===== config.mk =====
export PLATFORM = sky130hd
export DESIGN_NAME = param_updown_counter_flat
export DESIGN_NICKNAME = d
export VERILOG_FILES = /design/src/rtl/param_updown_counter_if.sv /design/src/rtl/param_updown_counter.sv /design/src/flat_wrapper.sv
export SDC_FILE = /design/constraint.sdc
export NUM_CORES = 1
export LEC_CHECK = 0
export CAP_MARGIN = 20
export CORE_MARGIN = 2
export CORE_UTILIZATION = 32
export CTS_CLUSTER_DIAMETER = 50
export DETAILED_ROUTE_END_ITERATION = 10
export PLACE_DENSITY_LB_ADDON = 0.08
export SYNTH_ARGS = -nofsm -noshare
export SYNTH_HDL_FRONTEND = slang
export SYNTH_SLANG_ARGS = --single-unit

===== constraint.sdc =====
create_clock -name clk -period 2.95 [get_ports clk]
set_clock_uncertainty 0.2 [all_clocks]
set_input_delay 0.59 -clock clk [delete_from_list [all_inputs] [get_ports clk]]
set_output_delay 0.59 -clock clk [all_outputs]
set_load 0.01 [all_outputs]

===== src/rtl/param_updown_counter_if.sv =====
// Control and status bundle for param_updown_counter.
// The master drives the controls; the counter (slave) returns count, tc and ovf.
interface param_updown_counter_if #(
  parameter int unsigned WIDTH = 8
);
  logic             en;
  logic             up;
  logic             load;
  logic [WIDTH-1:0] load_data;
  logic [WIDTH-1:0] max_val;
  logic             clr_ovf;
  logic [WIDTH-1:0] count;
  logic             tc;
  logic             ovf;

  modport master (
    output en, up, load, load_data, max_val, clr_ovf,
    input  count, tc, ovf
  );

  modport slave (
    input  en, up, load, load_data, max_val, clr_ovf,
    output count, tc, ovf
  );
endinterface


===== src/rtl/param_updown_counter.sv =====
// Loadable up/down counter with a run-time inclusive bound [0, max_val].
// Supports wrap or saturate at the bounds, a terminal-count pulse and a sticky overflow flag.
module param_updown_counter #(
  parameter int unsigned WIDTH    = 8,
  parameter int unsigned SATURATE = 0
) (
  input logic                  clk,
  input logic                  reset,
  param_updown_counter_if.slave bus
);
  localparam logic SAT = (SATURATE != 0);

  logic [WIDTH-1:0] count_q, count_d;
  logic             tc_q, tc_d;
  logic             ovf_q, ovf_d;
  logic             evt;

  // Next state: compare before any add/subtract so no result exceeds WIDTH bits.
  always_comb begin
    count_d = count_q;
    evt     = 1'b0;
    if (bus.load) begin
      count_d = (bus.load_data > bus.max_val) ? bus.max_val : bus.load_data;
    end else if (bus.en) begin
      if (bus.up) begin
        if (count_q < bus.max_val) begin
          count_d = count_q + WIDTH'(1);
        end else begin
          evt     = 1'b1;
          count_d = SAT ? bus.max_val : '0;
        end
      end else begin
        if (count_q == '0) begin
          evt     = 1'b1;
          count_d = SAT ? '0 : bus.max_val;
        end else if (count_q > bus.max_val) begin
          // Bound was lowered under us: snap to it quietly.
          count_d = bus.max_val;
        end else begin
          count_d = count_q - WIDTH'(1);
        end
      end
    end
    tc_d  = evt;
    ovf_d = evt | (ovf_q & ~bus.clr_ovf);
  end

  always_ff @(posedge clk) begin
    if (reset) begin
      count_q <= '0;
      tc_q    <= 1'b0;
      ovf_q   <= 1'b0;
    end else begin
      count_q <= count_d;
      tc_q    <= tc_d;
      ovf_q   <= ovf_d;
    end
  end

  assign bus.count = count_q;
  assign bus.tc    = tc_q;
  assign bus.ovf   = ovf_q;
endmodule


===== src/flat_wrapper.sv =====
// flat-port wrapper written by rule: the top's interface ports become plain ports
module param_updown_counter_flat 
#(
  parameter int unsigned WIDTH    = 8,
  parameter int unsigned SATURATE = 0
)
  (clk, reset, bus_en, bus_up, bus_load, bus_load_data, bus_max_val, bus_clr_ovf, bus_count, bus_tc, bus_ovf);
  param_updown_counter_if #(.WIDTH(WIDTH)) bus_i ();
  input logic clk;
  input logic reset;
  input wire logic [$bits(bus_i.en)-1:0] bus_en;
  input wire logic [$bits(bus_i.up)-1:0] bus_up;
  input wire logic [$bits(bus_i.load)-1:0] bus_load;
  input wire logic [$bits(bus_i.load_data)-1:0] bus_load_data;
  input wire logic [$bits(bus_i.max_val)-1:0] bus_max_val;
  input wire logic [$bits(bus_i.clr_ovf)-1:0] bus_clr_ovf;
  output wire logic [$bits(bus_i.count)-1:0] bus_count;
  output wire logic [$bits(bus_i.tc)-1:0] bus_tc;
  output wire logic [$bits(bus_i.ovf)-1:0] bus_ovf;
  assign bus_i.en = bus_en;
  assign bus_i.up = bus_up;
  assign bus_i.load = bus_load;
  assign bus_i.load_data = bus_load_data;
  assign bus_i.max_val = bus_max_val;
  assign bus_i.clr_ovf = bus_clr_ovf;
  assign bus_count = bus_i.count;
  assign bus_tc = bus_i.tc;
  assign bus_ovf = bus_i.ovf;
  param_updown_counter #(.WIDTH(WIDTH), .SATURATE(SATURATE)) u_core (.clk(clk), .reset(reset), .bus(bus_i));
endmodule

# Word-level counts from Yosys, hierarchy flattened
# Index checks and enable logic that the tools add are counted.
[totals]
register_bits = 10
inputBits = 22
[op_classes]
addsub = 2
n_lt_le_gt_ge = 3
mux = 12
bitwise_logic = 3
reduce_logical = 2
[op_table]
columns = ["op", "n"]
rows = [
  ["8-bit two-way mux", 7],
  ["8-bit greater-than comparator", 2],
  ["8-bit by 1-bit adder with 8-bit output (second input constant)", 1],
  ["8-bit zero test", 1],
  ["8-bit < comparator", 1],
  ["8-bit by 1-bit subtractor with 8-bit output (second input constant)", 1],
  ["1-bit two-way mux", 5],
  ["2-bit nonzero test", 1],
  ["1-bit bitwise AND", 1],
  ["1-bit inverter", 1],
  ["1-bit bitwise OR", 1],
]

# Longest topological paths before layout
[depth]
word_depth = 6
ltp_mapped = 8

# Worst setup path before layout
# OpenSTA, ideal clock, no wires.
[synth_path]
path_type = "input port to flip-flop"
startpoint = "in bus_max_val[2]"
endpoint = "reg u_core.count_q[3], in the netlist u_core.bus.count[3]"
setup_ns = 0.103
arrival_ns = 2.299
required_ns = 2.647
setup_slack_ns = 0.348
path_stages = 8
n_path_buf = 0
path_cell_list = "inv_1 > ha_1 > and4b_1 > a211oi_1 > o21ai_0 > nand2_1 > mux2i_1 > a2111oi_2"
[synth_via]
elab_chain_cells = 6
word_cells_on_any_way = 10
cone_classes = "order compare (3); mux (7)"
[synth_lines]
columns = ["item", "line", "source"]
rows = [
  ["from (decl)", "flat_wrapper.sv:15", "input wire logic [$bits(bus_i.max_val)-1:0] bus_max_val;"],
  ["8-bit greater-than comparator", "param_updown_counter.sv:36", "end else if (count_q > bus.max_val) begin"],
  ["8-bit two-way mux", "param_updown_counter.sv:36", ""],
  ["8-bit two-way mux", "param_updown_counter.sv:33", "if (count_q == '0) begin"],
  ["8-bit two-way mux", "param_updown_counter.sv:25", "if (bus.up) begin"],
  ["8-bit two-way mux", "param_updown_counter.sv:24", "end else if (bus.en) begin"],
  ["8-bit two-way mux *", "param_updown_counter.sv:22", "if (bus.load) begin"],
  ["to (signal assigned)", "param_updown_counter.sv:54", "count_q <= count_d;"],
  ["to (decl)", "param_updown_counter.sv:13", "logic [WIDTH-1:0] count_q, count_d;"],
]
# Mark *: on every way between the ends. The rest lies on a longest branch, timed or not. The select of a mux whose other input is x is not followed.
# A chain may end at the register's enable or synchronous reset.

# Worst setup path in the final report
[layout_path]
startpoint = "in bus_max_val[3]"
endpoint = "reg u_core.count_q[2], in the netlist u_core.bus.count[2]"
# Same word-level chain as after synthesis.

==> flow_summary.json <==
{
  "slowest_cell_on_crit_path": "clkdlybuf4s50_1",
  "power_density_nw_per_um2": 335.2,
  "period_needed_ns": 2.869,
  "worst_hold_check_path_type": "reg -> reg",
  "drt_iter0_drcs": 37,
  "grt_pass1_wl_um": 7562,
  "maxSlewHeadroom_pct": 60.36,
  "cts.clk_slew.worst_paths_ns": 0.05,
  "post_synth_inst_count": 170,
  "tritoncts": "yes",
  "finalInstanceArea_um2": 2215,
  "grt_max_degree": 14,
  "drt_pre_antenna_iters": 4,
  "clock_sink_count": 10,
  "synthesis.area_um2": 1390,
  "finalSetupViolCount": 0,
  "yosys_most_used_dff": "dfxtp_1",
  "synth-edff-count": 0,
  "timing_limited_maximum_frequency_ghz": 0.3486,
  "end_kind": "flip-flop",
  "startpoint_type": "input port",
  "ys_types": 42,
  "cts_buffers": 3,
  "route.vias.total": 1592,
  "critical_path.max_fanout": 7,
  "postSynthNetCount": 211,
  "clock_path_buffers": 2,
  "syn_to_final_growth_pct": 59.32,
  "synth_seq_area_share_pct": 14.40,
  "power.total_mw": 0.7423,
  "worst-slew-pin-transition_ns": 0.5923,
  "wire_per_inst_um": 16.67,
  "io_pins": 32,
  "detailed_place.area_um2": 1924,
  "total_number_of_h_tree_levels": 1,
  "core_area_um2": 4086,
  "gp_routability_congestion": 0.8444,
  "detail-route-antenna-nets": 0,
  "finish.utilization_pct": 54.19,
  "grt_pass1_vias": 1620,
  "place_ws_ns": -0.4878,
  "dp_cells": 271,
  "route.final.wire_length_um": 4650,
  "detail_route.drc_violations": 0,
  "finalMaxSlewViolations": 0,
  "antenna_found_initial": 0,
  "worst-endpoint-required_ns": 2.85,
  "critPathArrivalTime_ns": 2.77,
  "status": "completed",
  "combined_global_route_utilization_of_all_metal_layers_pct": 19.21,
  "nets_final": 272,
  "viasPerCell": 5.706,
  "postLayoutSetupSlackWorst_ns": 0.08119,
  "hold_viol_final": 0,
  "die_area_um2": 4887,
  "antenna_cells": 0,
  "syn_area_per_cell_um2": 8.177,
  "irDropWorstVdd_uv": 212.8,
  "cp_slowest_stage_delay_ns": 0.47,
  "setup-tns-final_ns": 0,
  "criticalPathCategory": "in -> reg",
  "final_common_cell": "buf_4",
  "static-leakage-power_nw": 0.9531,
  "placement.io_buffers": 31,
  "synth-async-reset-ratio_pct": 0,
  "timing.final.crit_share_pct": 97.25,
  "grt_overflow": 0,
  "fin_worst_hold_slack_ns": 0.2723,
  "chipWidth_um": 69.91,
  "cap_viol_max_count": 0,
  "synthesis.yosys.warnings": 0,
  "rows": 23,
  "mostFrequentLayoutCells": "buf_4, clkdlybuf4s50_1, ha_1",
  "initial_utilization_pct": 34.02,
  "die_h_um": 69.91,
  "dp_hpwl_um": 3620,
  "number_of_synthesized_register_bits": 10,
  "critical_path.cell_chain": "clkdlybuf4s50_1 > inv_1 > ha_1 > a21oi_2 > a211o_1 > a31oi_4 > buf_4 > a2111oi_4 > o22ai_1",
  "worstSkewPairLatency_ns": 0.24,
  "final_cell_count_without_fillers": 279,
  "fraction_of_layout_instances_using_a_drive_strength_above_1_pct": 32.31,
  "root_buffer": "clkbuf_8"
}
==> power breakdown <==
part	internal [mW]	total, mW	leakage (nW)	switching [mW]
clock	0.0898	0.148	0.0216	0.0584
sequential	0.149	0.180	0.0828	0.0313
combinational	0.208	0.414	0.849	0.206
==> final cells by class <==
cell class	count	area (um^2)
multi-input cells	140	1300
clock buffers	3	41.29
repair buffers	61	554.3
well taps	50	62.56
flip-flops and latches	10	200.2
fillers	402	1872
inverters	15	56.30
==> flip-flops by register name, summed over array words and instances (netlist names) <==
signal,cells
u_core.bus.ovf,1
u_core.bus.count,8
u_core.bus.tc,1
==> logic make-up after synthesis <==
| logic type | synth area share, % |
|---|---|
| AO/OA/AOI/OAI | 30.60 |
| XOR/XNOR | 6.301 |
| adder cells (fa/ha/maj) | 17.10 |
| buffers and inverters | 5.940 |
| flip-flops | 14.40 |
| multiplexers | 3.601 |
| AND/OR/NAND/NOR | 22.05 |
==> critical path: cells and delay by family <==
family	cells	cell delay [ns]
AO/OA/AOI/OAI	5	1.15
buffers and inverters	3	0.72
adder cells (fa/ha/maj)	1	0.31
==> final timing paths <==
| check | depth (start not counted) | slack (ns) | startpoint | endpoint |
|---|---|---|---|---|
| max | 9 | 0.08 | bus_max_val[3] | u_core.bus.count[2] |
| max reg2reg | 5 | 0.29 | u_core.bus.count[2] | u_core.bus.count[7] |
| min reg2reg | 2 | 0.27 | u_core.bus.ovf | u_core.bus.ovf |
| min | 2 | 0.27 | u_core.bus.ovf | u_core.bus.ovf |
==> cells in the mapped netlist (2+ instances only) <==
library cell	n	area (um^2)
ha_1	19	237.7
inv_1	15	56.30
nor2_1	12	45.04
a21oi_1	10	50.05
dfxtp_1	10	200.2
xor2_1	9	78.83
nand2_1	7	26.28
a211oi_1	6	45.04
nand3_1	6	30.03
o31ai_1	6	45.04
a2111oi_2	5	75.07
a221oi_1	5	43.79
mux2i_1	5	50.05
nand4_1	5	31.28
nor3_1	5	25.02
clkbuf_1	4	15.01
or3_1	4	25.02
a21o_1	3	22.52
and3_1	3	18.77
nor4b_1	3	26.28
a2111oi_0	2	17.52
a211o_1	2	17.52
o21a_1	2	15.01
o21ai_0	2	10.01
or2_2	2	12.51
or4_4	2	22.52
==> timing repair <==
| action | in CTS | in global routing |
|---|---|---|
| cloned | 0 | 0 |
| endpoints found under the setup margin | 9 | 10 |
| hold buffers | 0 | 0 |
| pin swaps | 3 | 11 |
| setup buffers | 2 | 3 |
| resized for setup | 8 | 39 |
| endpoints found under the hold margin | 0 | 0 |
==> routing by layer <==
layer	vias up	GRT usage, %	part of all wire, %	routed length [um]
li1	783	-	-	-
met3	11	4.762	4.7	219
met5	-	0	0	0
met4	0	6.410	2.2	104
met1	754	23.35	44	2034
met2	44	32.91	49	2292
(Power assumes the default switching activity.)
